==> config.mk <==
export PLATFORM = sky130hd
export DESIGN_NAME = load_weight_multi
export DESIGN_NICKNAME = d
export VERILOG_FILES = /design/src/rtl/load_weight_multi_pkg.sv /design/src/rtl/load_weight_multi_capture.sv /design/src/rtl/load_weight_multi.sv
export SDC_FILE = /design/constraint.sdc
export NUM_CORES = 1
export LEC_CHECK = 0
export CAP_MARGIN = 25
export CORE_ASPECT_RATIO = 0.5
export CORE_MARGIN = 4
export CORE_UTILIZATION = 45
export CTS_CLUSTER_DIAMETER = 50
export DETAILED_ROUTE_END_ITERATION = 7
export HOLD_SLACK_MARGIN = 0.12
export PLACE_DENSITY = 0.76
export SETUP_SLACK_MARGIN = 0.02
export SLEW_MARGIN = 30
export SYNTH_ARGS = -nofsm -noshare
export SYNTH_HDL_FRONTEND = slang
export SYNTH_SLANG_ARGS = --single-unit
export TNS_END_PERCENT = 50
==> constraint.sdc <==
create_clock -name clk -period 4 [get_ports clk]
set_input_delay 1 -clock clk [delete_from_list [all_inputs] [get_ports clk]]
set_output_delay 1 -clock clk [all_outputs]
set_load 0.02 [all_outputs]
==> src/rtl/load_weight_multi_pkg.sv <==
// Shared types, constants and helpers for the multi-channel kernel weight loader.
package load_weight_multi_pkg;

    // Loader sequencing: wait for a request, issue KK reads, drain the
    // read pipeline, then publish every channel in one edge.
    typedef enum logic [1:0] {
        ST_IDLE   = 2'd0,
        ST_ISSUE  = 2'd1,
        ST_DRAIN  = 2'd2,
        ST_COMMIT = 2'd3
    } lw_state_e;

    // Default configuration of the loader.
    localparam int DEF_NUM_CH        = 4;
    localparam int DEF_KSIZE         = 3;
    localparam int DEF_WEIGHT_WIDTH  = 8;
    localparam int DEF_BRAM_ADDR_BIT = 32;
    localparam int DEF_BRAM_WIDTH    = 32;
    localparam int DEF_RD_LAT        = 1;

    // Widest BRAM word the lane selector can handle.
    localparam int MAX_WORD_WIDTH = 512;

    // Ceiling log2; clog2(1) is 0.
    function automatic int clog2(input int value);
        int result;
        result = 0;
        while ((1 << result) < value) begin
            result++;
        end
        return result;
    endfunction

    // Number of weights packed into one BRAM word.
    function automatic int lanes_of(input int bram_width, input int weight_width);
        return bram_width / weight_width;
    endfunction

    // Number of weights in one square kernel.
    function automatic int kk_of(input int ksize);
        return ksize * ksize;
    endfunction

    // Address bits that pick a lane inside a BRAM word.
    function automatic int lane_bits_of(input int bram_width, input int weight_width);
        return clog2(lanes_of(bram_width, weight_width));
    endfunction

    // Pick lane 'offset' out of a word; lane 0 sits in the least significant
    // bits because the BRAM is byte addressed little-endian style.
    function automatic logic [MAX_WORD_WIDTH-1:0] lane_select(
        input logic [MAX_WORD_WIDTH-1:0] word,
        input int unsigned               offset,
        input int unsigned               weight_width
    );
        logic [MAX_WORD_WIDTH-1:0] mask;
        mask = '1;
        mask = ~(mask << weight_width);
        return (word >> (offset * weight_width)) & mask;
    endfunction

endpackage

==> src/rtl/load_weight_multi_capture.sv <==
// Per-channel read-return path: delays the issue valid and lane offset by the
// BRAM latency, extracts the addressed lane and files it into the shadow
// register selected by the running capture index.
module weight_lane_capture
    import load_weight_multi_pkg::*;
#(
    parameter int KK           = 9,
    parameter int WEIGHT_WIDTH = 8,
    parameter int BRAM_WIDTH   = 32,
    parameter int RD_LAT       = 1,
    parameter int OFF_W        = 2,
    parameter int IDX_W        = 4
) (
    input  logic                       clk_i,
    input  logic                       rst_ni,
    input  logic                       clear_i,
    input  logic                       issue_i,
    input  logic [OFF_W-1:0]           offset_i,
    input  logic [BRAM_WIDTH-1:0]      dout_i,
    output logic                       capture_o,
    output logic [IDX_W-1:0]           cap_idx_o,
    output logic [KK*WEIGHT_WIDTH-1:0] shadow_o
);

    logic [RD_LAT-1:0]       vld_q;
    logic [OFF_W-1:0]        off_q [RD_LAT];
    logic [IDX_W-1:0]        cap_idx_q;
    logic [IDX_W-1:0]        cap_idx_d;
    logic [WEIGHT_WIDTH-1:0] shadow_q [KK];
    logic [WEIGHT_WIDTH-1:0] lane_word;
    logic                    capture;
    logic                    room;

    // Delay line so the valid bit and lane offset line up with the read data.
    always_ff @(posedge clk_i or negedge rst_ni) begin
        if (!rst_ni) begin
            vld_q <= '0;
            for (int i = 0; i < RD_LAT; i++) begin
                off_q[i] <= '0;
            end
        end else begin
            vld_q[0] <= issue_i;
            off_q[0] <= offset_i;
            for (int i = 1; i < RD_LAT; i++) begin
                vld_q[i] <= vld_q[i-1];
                off_q[i] <= off_q[i-1];
            end
        end
    end

    assign capture   = vld_q[RD_LAT-1];
    assign room      = (cap_idx_q < IDX_W'(KK));
    assign lane_word = WEIGHT_WIDTH'(lane_select(MAX_WORD_WIDTH'(dout_i),
                                                 32'(off_q[RD_LAT-1]),
                                                 32'(WEIGHT_WIDTH)));

    // Capture index restarts with every accepted load and counts captured weights.
    always_comb begin
        cap_idx_d = cap_idx_q;
        if (clear_i) begin
            cap_idx_d = '0;
        end else if (capture && room) begin
            cap_idx_d = cap_idx_q + IDX_W'(1);
        end
    end

    // Shadow register file; entries are only overwritten by captured lanes.
    always_ff @(posedge clk_i or negedge rst_ni) begin
        if (!rst_ni) begin
            cap_idx_q <= '0;
            for (int i = 0; i < KK; i++) begin
                shadow_q[i] <= '0;
            end
        end else begin
            cap_idx_q <= cap_idx_d;
            for (int i = 0; i < KK; i++) begin
                if (capture && room && (cap_idx_q == IDX_W'(i))) begin
                    shadow_q[i] <= lane_word;
                end
            end
        end
    end

    // Flatten with weight 0 in the most significant slot.
    always_comb begin
        shadow_o = '0;
        for (int i = 0; i < KK; i++) begin
            shadow_o[(KK-1-i)*WEIGHT_WIDTH +: WEIGHT_WIDTH] = shadow_q[i];
        end
    end

    assign capture_o = capture;
    assign cap_idx_o = cap_idx_q;

endmodule

==> src/rtl/load_weight_multi.sv <==
// Multi-channel kernel weight loader: streams one kernel per channel from
// byte-addressed BRAM ports into shadow registers and publishes all channels
// to the conv engine in a single edge so the engine never sees a partial load.
module load_weight_multi
    import load_weight_multi_pkg::*;
#(
    parameter int NUM_CH        = DEF_NUM_CH,
    parameter int KSIZE         = DEF_KSIZE,
    parameter int WEIGHT_WIDTH  = DEF_WEIGHT_WIDTH,
    parameter int BRAM_ADDR_BIT = DEF_BRAM_ADDR_BIT,
    parameter int BRAM_WIDTH    = DEF_BRAM_WIDTH,
    parameter int RD_LAT        = DEF_RD_LAT
) (
    input  logic                                      clk,
    input  logic                                      rst,
    input  logic                                      load_start,
    input  logic                                      addr_rst,
    input  logic [BRAM_ADDR_BIT-1:0]                  base_addr,
    output logic                                      busy,
    output logic                                      load_end,
    output logic [NUM_CH*KSIZE*KSIZE*WEIGHT_WIDTH-1:0] weight,
    output logic                                      BRAM_clk,
    output logic                                      BRAM_en,
    output logic                                      BRAM_rst,
    output logic [BRAM_WIDTH-1:0]                     BRAM_din,
    output logic [BRAM_WIDTH/8-1:0]                   BRAM_wen,
    output logic [NUM_CH*BRAM_ADDR_BIT-1:0]           BRAM_addr,
    input  logic [NUM_CH*BRAM_WIDTH-1:0]              BRAM_dout
);

    localparam int KK        = kk_of(KSIZE);
    localparam int LANES     = lanes_of(BRAM_WIDTH, WEIGHT_WIDTH);
    localparam int LANE_BITS = clog2(LANES);
    localparam int OFF_W     = (LANE_BITS > 0) ? LANE_BITS : 1;
    localparam int CNT_W     = clog2(KK + 1);
    localparam int CH_W      = KK * WEIGHT_WIDTH;

    lw_state_e                  state_q, state_d;
    logic [BRAM_ADDR_BIT-1:0]   cursor_q, cursor_d;
    logic [CNT_W-1:0]           issue_cnt_q, issue_cnt_d;
    logic                       busy_q, busy_d;
    logic                       load_end_q, load_end_d;
    logic                       pend_q, pend_d;
    logic [BRAM_ADDR_BIT-1:0]   pend_addr_q, pend_addr_d;
    logic [NUM_CH*CH_W-1:0]     weight_q;

    logic                       start_load;
    logic                       issue;
    logic                       commit;
    logic [OFF_W-1:0]           issue_off;
    logic [NUM_CH*CH_W-1:0]     shadow_all;
    logic [CNT_W-1:0]           cap_idx [NUM_CH];
    logic [NUM_CH-1:0]          capture;
    logic [NUM_CH-1:0]          ch_done;
    logic                       all_done;

    // The lane offset travels with each issued read; a single-lane word has no offset.
    assign issue_off = (LANE_BITS > 0) ? cursor_q[OFF_W-1:0] : '0;

    // One capture path per channel; every channel sees the same cursor, so
    // they all finish on the same edge.
    for (genvar ch = 0; ch < NUM_CH; ch++) begin : g_ch
        weight_lane_capture #(
            .KK           (KK),
            .WEIGHT_WIDTH (WEIGHT_WIDTH),
            .BRAM_WIDTH   (BRAM_WIDTH),
            .RD_LAT       (RD_LAT),
            .OFF_W        (OFF_W),
            .IDX_W        (CNT_W)
        ) u_capture (
            .clk_i     (clk),
            .rst_ni    (rst),
            .clear_i   (start_load),
            .issue_i   (issue),
            .offset_i  (issue_off),
            .dout_i    (BRAM_dout[ch*BRAM_WIDTH +: BRAM_WIDTH]),
            .capture_o (capture[ch]),
            .cap_idx_o (cap_idx[ch]),
            .shadow_o  (shadow_all[ch*CH_W +: CH_W])
        );

        // A channel is done once all KK weights are in, or the last one lands this edge.
        assign ch_done[ch] = (cap_idx[ch] == CNT_W'(KK)) ||
                             (capture[ch] && (cap_idx[ch] == CNT_W'(KK - 1)));
    end

    assign all_done = &ch_done;

    // Next-state logic: rewinds, read issue, drain wait and the single commit cycle.
    always_comb begin
        state_d     = state_q;
        cursor_d    = cursor_q;
        issue_cnt_d = issue_cnt_q;
        busy_d      = busy_q;
        load_end_d  = 1'b0;
        pend_d      = pend_q;
        pend_addr_d = pend_addr_q;
        start_load  = 1'b0;
        issue       = 1'b0;
        commit      = 1'b0;

        // A rewind requested mid-load is parked until the loader is idle again.
        if ((state_q != ST_IDLE) && addr_rst) begin
            pend_d      = 1'b1;
            pend_addr_d = base_addr;
        end

        unique case (state_q)
            ST_IDLE: begin
                if (addr_rst) begin
                    cursor_d = base_addr;
                end else if (pend_q) begin
                    cursor_d = pend_addr_q;
                end
                pend_d = 1'b0;
                if (load_start) begin
                    state_d     = ST_ISSUE;
                    busy_d      = 1'b1;
                    start_load  = 1'b1;
                    issue_cnt_d = '0;
                end
            end
            ST_ISSUE: begin
                issue       = 1'b1;
                cursor_d    = cursor_q + BRAM_ADDR_BIT'(1);
                issue_cnt_d = issue_cnt_q + CNT_W'(1);
                if (issue_cnt_q == CNT_W'(KK - 1)) begin
                    state_d = ST_DRAIN;
                end
            end
            ST_DRAIN: begin
                if (all_done) begin
                    state_d = ST_COMMIT;
                end
            end
            ST_COMMIT: begin
                commit     = 1'b1;
                load_end_d = 1'b1;
                busy_d     = 1'b0;
                state_d    = ST_IDLE;
            end
            default: begin
                state_d = ST_IDLE;
            end
        endcase
    end

    // Control registers plus the published weights, which only move on the commit edge.
    always_ff @(posedge clk or negedge rst) begin
        if (!rst) begin
            state_q     <= ST_IDLE;
            cursor_q    <= '0;
            issue_cnt_q <= '0;
            busy_q      <= 1'b0;
            load_end_q  <= 1'b0;
            pend_q      <= 1'b0;
            pend_addr_q <= '0;
            weight_q    <= '0;
        end else begin
            state_q     <= state_d;
            cursor_q    <= cursor_d;
            issue_cnt_q <= issue_cnt_d;
            busy_q      <= busy_d;
            load_end_q  <= load_end_d;
            pend_q      <= pend_d;
            pend_addr_q <= pend_addr_d;
            if (commit) begin
                weight_q <= shadow_all;
            end
        end
    end

    assign busy      = busy_q;
    assign load_end  = load_end_q;
    assign weight    = weight_q;
    assign BRAM_addr = {NUM_CH{cursor_q}};

    // The BRAM ports are read-only and always enabled.
    assign BRAM_clk = clk;
    assign BRAM_en  = 1'b1;
    assign BRAM_rst = 1'b0;
    assign BRAM_din = '0;
    assign BRAM_wen = '0;

endmodule

==> metrics <==
Slew @ Worst Pin=954 ps; port buffer count=582; Synth Area in Simple Gates=0.0358; CTS hold repair buffers=0; ANT cells=0; first-pass iteration count of the detailed router=5; first-pass GRT wire length=114,000 um; ANT nets after route=0; Post-synth ARST share=1.00; Register-to-Register Setup Slack=1260 ps; Vias=17,488; placement row count=64; Comb power frac=0.458; CP arrival=2770 ps; Place WS=492 ps; clock insertion delay at the later pin of the skew report=740 ps; Final Hold Viols=0; Max-Cap Viols=0; Post-Synth Adder-Cell Area=0.0102; fillers=4,736; setup_tns=0 ps; Final Max Tran Viols=0; Psw=12.7 mW; HP Class=primary input to asynchronous set/reset pin; internal power=21.8 mW; Initial Utilization=0.459; largest net degree at the start of global routing=97; commonest cells after routing, fill and taps aside=dfrtp_1, mux2_2, clkdlybuf4s50_1; Pwr per Cell Area=946 nW/um^2; most used cell, CP=clkbuf_16; Routed wire per std cell=22.7 um; gpl congestion=0.822; PnR worst setup slack=228 ps; Leakage=15.2 nW; CP required=3000 ps; ys flop type=dfrtp_1; Synth Instances=1,943; Compound-Gate Fraction of Synth Area=0.0296; R2R depth=7; Slew Limit Headroom=0.364; status=complete, no violations; clock network fraction of total power=0.179; Worst setup SP type=clock port; Power, Total=34.5 mW; Reg-to-Reg Start=state_q[1]$_DFFE_PN0P_; layout cell share with drive strength beyond 1=0.328; area grow syn2layout=28.6%; Yosys cell types=62; crit path max fanout=2; Avg Inst Size Synth=14.6 um^2; Final Setup Violations=0; # Post-CTS Setup Buffers=0; RSZ-0062 raised after global routing=false; IO Pins=621; Overall Global Routing Usage=0.220; CTS tree=done; die footprint=67,300 um^2; Die Wd=363 um; vias in the first global route=18,164; YS warnings=0; Finished Cell Area=36,400 um^2; sequential fraction of the synthesis area=0.590; placement-stage cell area=34,300 um^2; vias per cell=5.30; crit-path cells=clkbuf_16 > clkbuf_16 > clkdlybuf4s50_1; Switching Fraction=0.368; Synth Register Bits=668; DRT Wirelength=75,000 um; Buf/Inv on CP=3; critical path class=clock port to primary output; share of total power in sequential cells=0.363; critical path's slowest cell=clkdlybuf4s50_1; initial antenna violation count=2; core area=61,700 um^2; Top delay family on crit path=buffers and inverters; Post-CTS Resized=0; HPWL Detailed=53,700 um; most common cell after layout, fill and taps aside=dfrtp_1; CP peak stage delay=530 ps; mapped cell area=28,300 um^2; residual DRC count=0; Setup Skew=36.0 ps; r2r endpoint=cursor_q[29]$_DFFE_PN0P_; Post-synth EDFFs=0; clock-pin slew on the worst setup and hold paths=70 ps; die height=185 um; final net count=2,616; XOR/XNOR share of the synthesized area=0.00278; DRT iter0 DRCs=1,081; largest family of logic cells by synthesized area=multiplexers; Worst setup EP type=primary output; mux share of post-synthesis cell area=0.280; maximum vdd drop=0.602 mV; GRT overflow=0
-- metal layers --
layer | up-vias | GRT usage | part of all wire
met5 | - | 0 | 0.00016
met4 | 2 | 0.0668 | 0.028
met3 | 123 | 0.0365 | 0.039
met2 | 380 | 0.382 | 0.52
met1 | 9256 | 0.286 | 0.41
li1 | 7727 | - | -
-- layout make-up --
cell class	instances	area, um^2	share of cell area
clock buffer	88	1780	0.0487
clock inverter	23	355	0.00975
inverter	18	67.6	0.00185
multi-input combinational	1067	10300	0.283
sequential	668	16700	0.459
tap	825	1030	0.0283
timing repair buffer	611	6160	0.169
-- registers in the layout, summed over array words and instances (netlist names) --
name                      count
issue_cnt_q                   4
state_q                       2
g_ch.u_capture.capture_o      1
g_ch.u_capture.cap_idx_o     16
busy                          1
pend_addr_q                  32
load_end                      1
cursor_q                     32
g_ch.u_capture.off_q          2
weight                      288
pend_q                        1
g_ch.u_capture.shadow_o     288
-- cell usage after synthesis, types with 3 or more instances --
library cell  count  area share
ha_1             23       0.010
xnor2_1           7      0.0022
mux2_2          629        0.25
nand2_1          56      0.0074
o22ai_1          14      0.0031
nand3_1          19      0.0034
buf_1            12      0.0016
mux2i_1          12      0.0042
dfrtp_1         668        0.59
a31oi_1           3     0.00066
nor2b_1           8      0.0018
mux4_2           32       0.025
a2bb2oi_1         6      0.0019
a41oi_1           4      0.0012
buf_4           136       0.036
clkbuf_1         56      0.0074
nor2_1           40      0.0053
nor3_2            5      0.0018
and2_1           12      0.0027
buf_2            21      0.0037
o31ai_1           5      0.0013
nand4_1           9      0.0020
and3_1            8      0.0018
nand3_2           3      0.0011
o22a_1            4      0.0012
nor4_1            5      0.0011
a21boi_0          4      0.0011
a21oi_1          48      0.0085
nand2b_1         10      0.0022
nor3_1            4     0.00071
o21ai_0          16      0.0028
inv_1            18      0.0024
a211oi_1          7      0.0019
-- power groups by stage --
| stage | logic [mW] | registers [mW] | clock network, mW |
|---|---|---|---|
| floorplan | 8.04 | 13.8 | 0.0292 |
| global placement | 15.6 | 12.5 | 0.0336 |
| detailed placement | 15.9 | 12.6 | 0.0336 |
| CTS | 16.0 | 12.5 | 6.30 |
| global route | 16.7 | 13.0 | 6.61 |
| finish | 15.8 | 12.5 | 6.18 |
-- through the flow --
stage          hold slack, ps  utilization  instances
6_report                  291        0.590       3300
3_5_place_dp              487        0.555       3189
2_1_floorplan             473            -       1979
4_1_cts                   323        0.590       3299
3_3_place_gp              480        0.555       3189
5_1_grt                   328        0.590       3300
-- worst reg2reg max path, cell delays in order (launching register included) --
cell	delay (ps)
dfrtp_1	430
inv_1	130
ha_1	490
nor3b_1	460
or2_2	530
nor2_1	170
a311oi_1	330
a211oi_1	70
-- worst max path at each step --
stage	startpoint	to	slack, ps	cells after the start
final	clk	BRAM_clk	230	3
after global routing	clk	BRAM_clk	210	3
after CTS	clk	BRAM_clk	220	3
after detailed placement	clk	BRAM_clk	490	1
after global placement	clk	BRAM_clk	490	1
after floorplan	clk	BRAM_clk	870	1
-- logic make-up after synthesis --
kind of cell               count (synthesis)
xor gates and xnor gates                   9
DFF                                      668
AOI/OAI and AO/OA                        129
buffers and inverters                    244
adders and majority gates                 23
muxes                                    673
and+or+nand+nor                          195
other                                      2
Power figures use the tool's default switching activity.
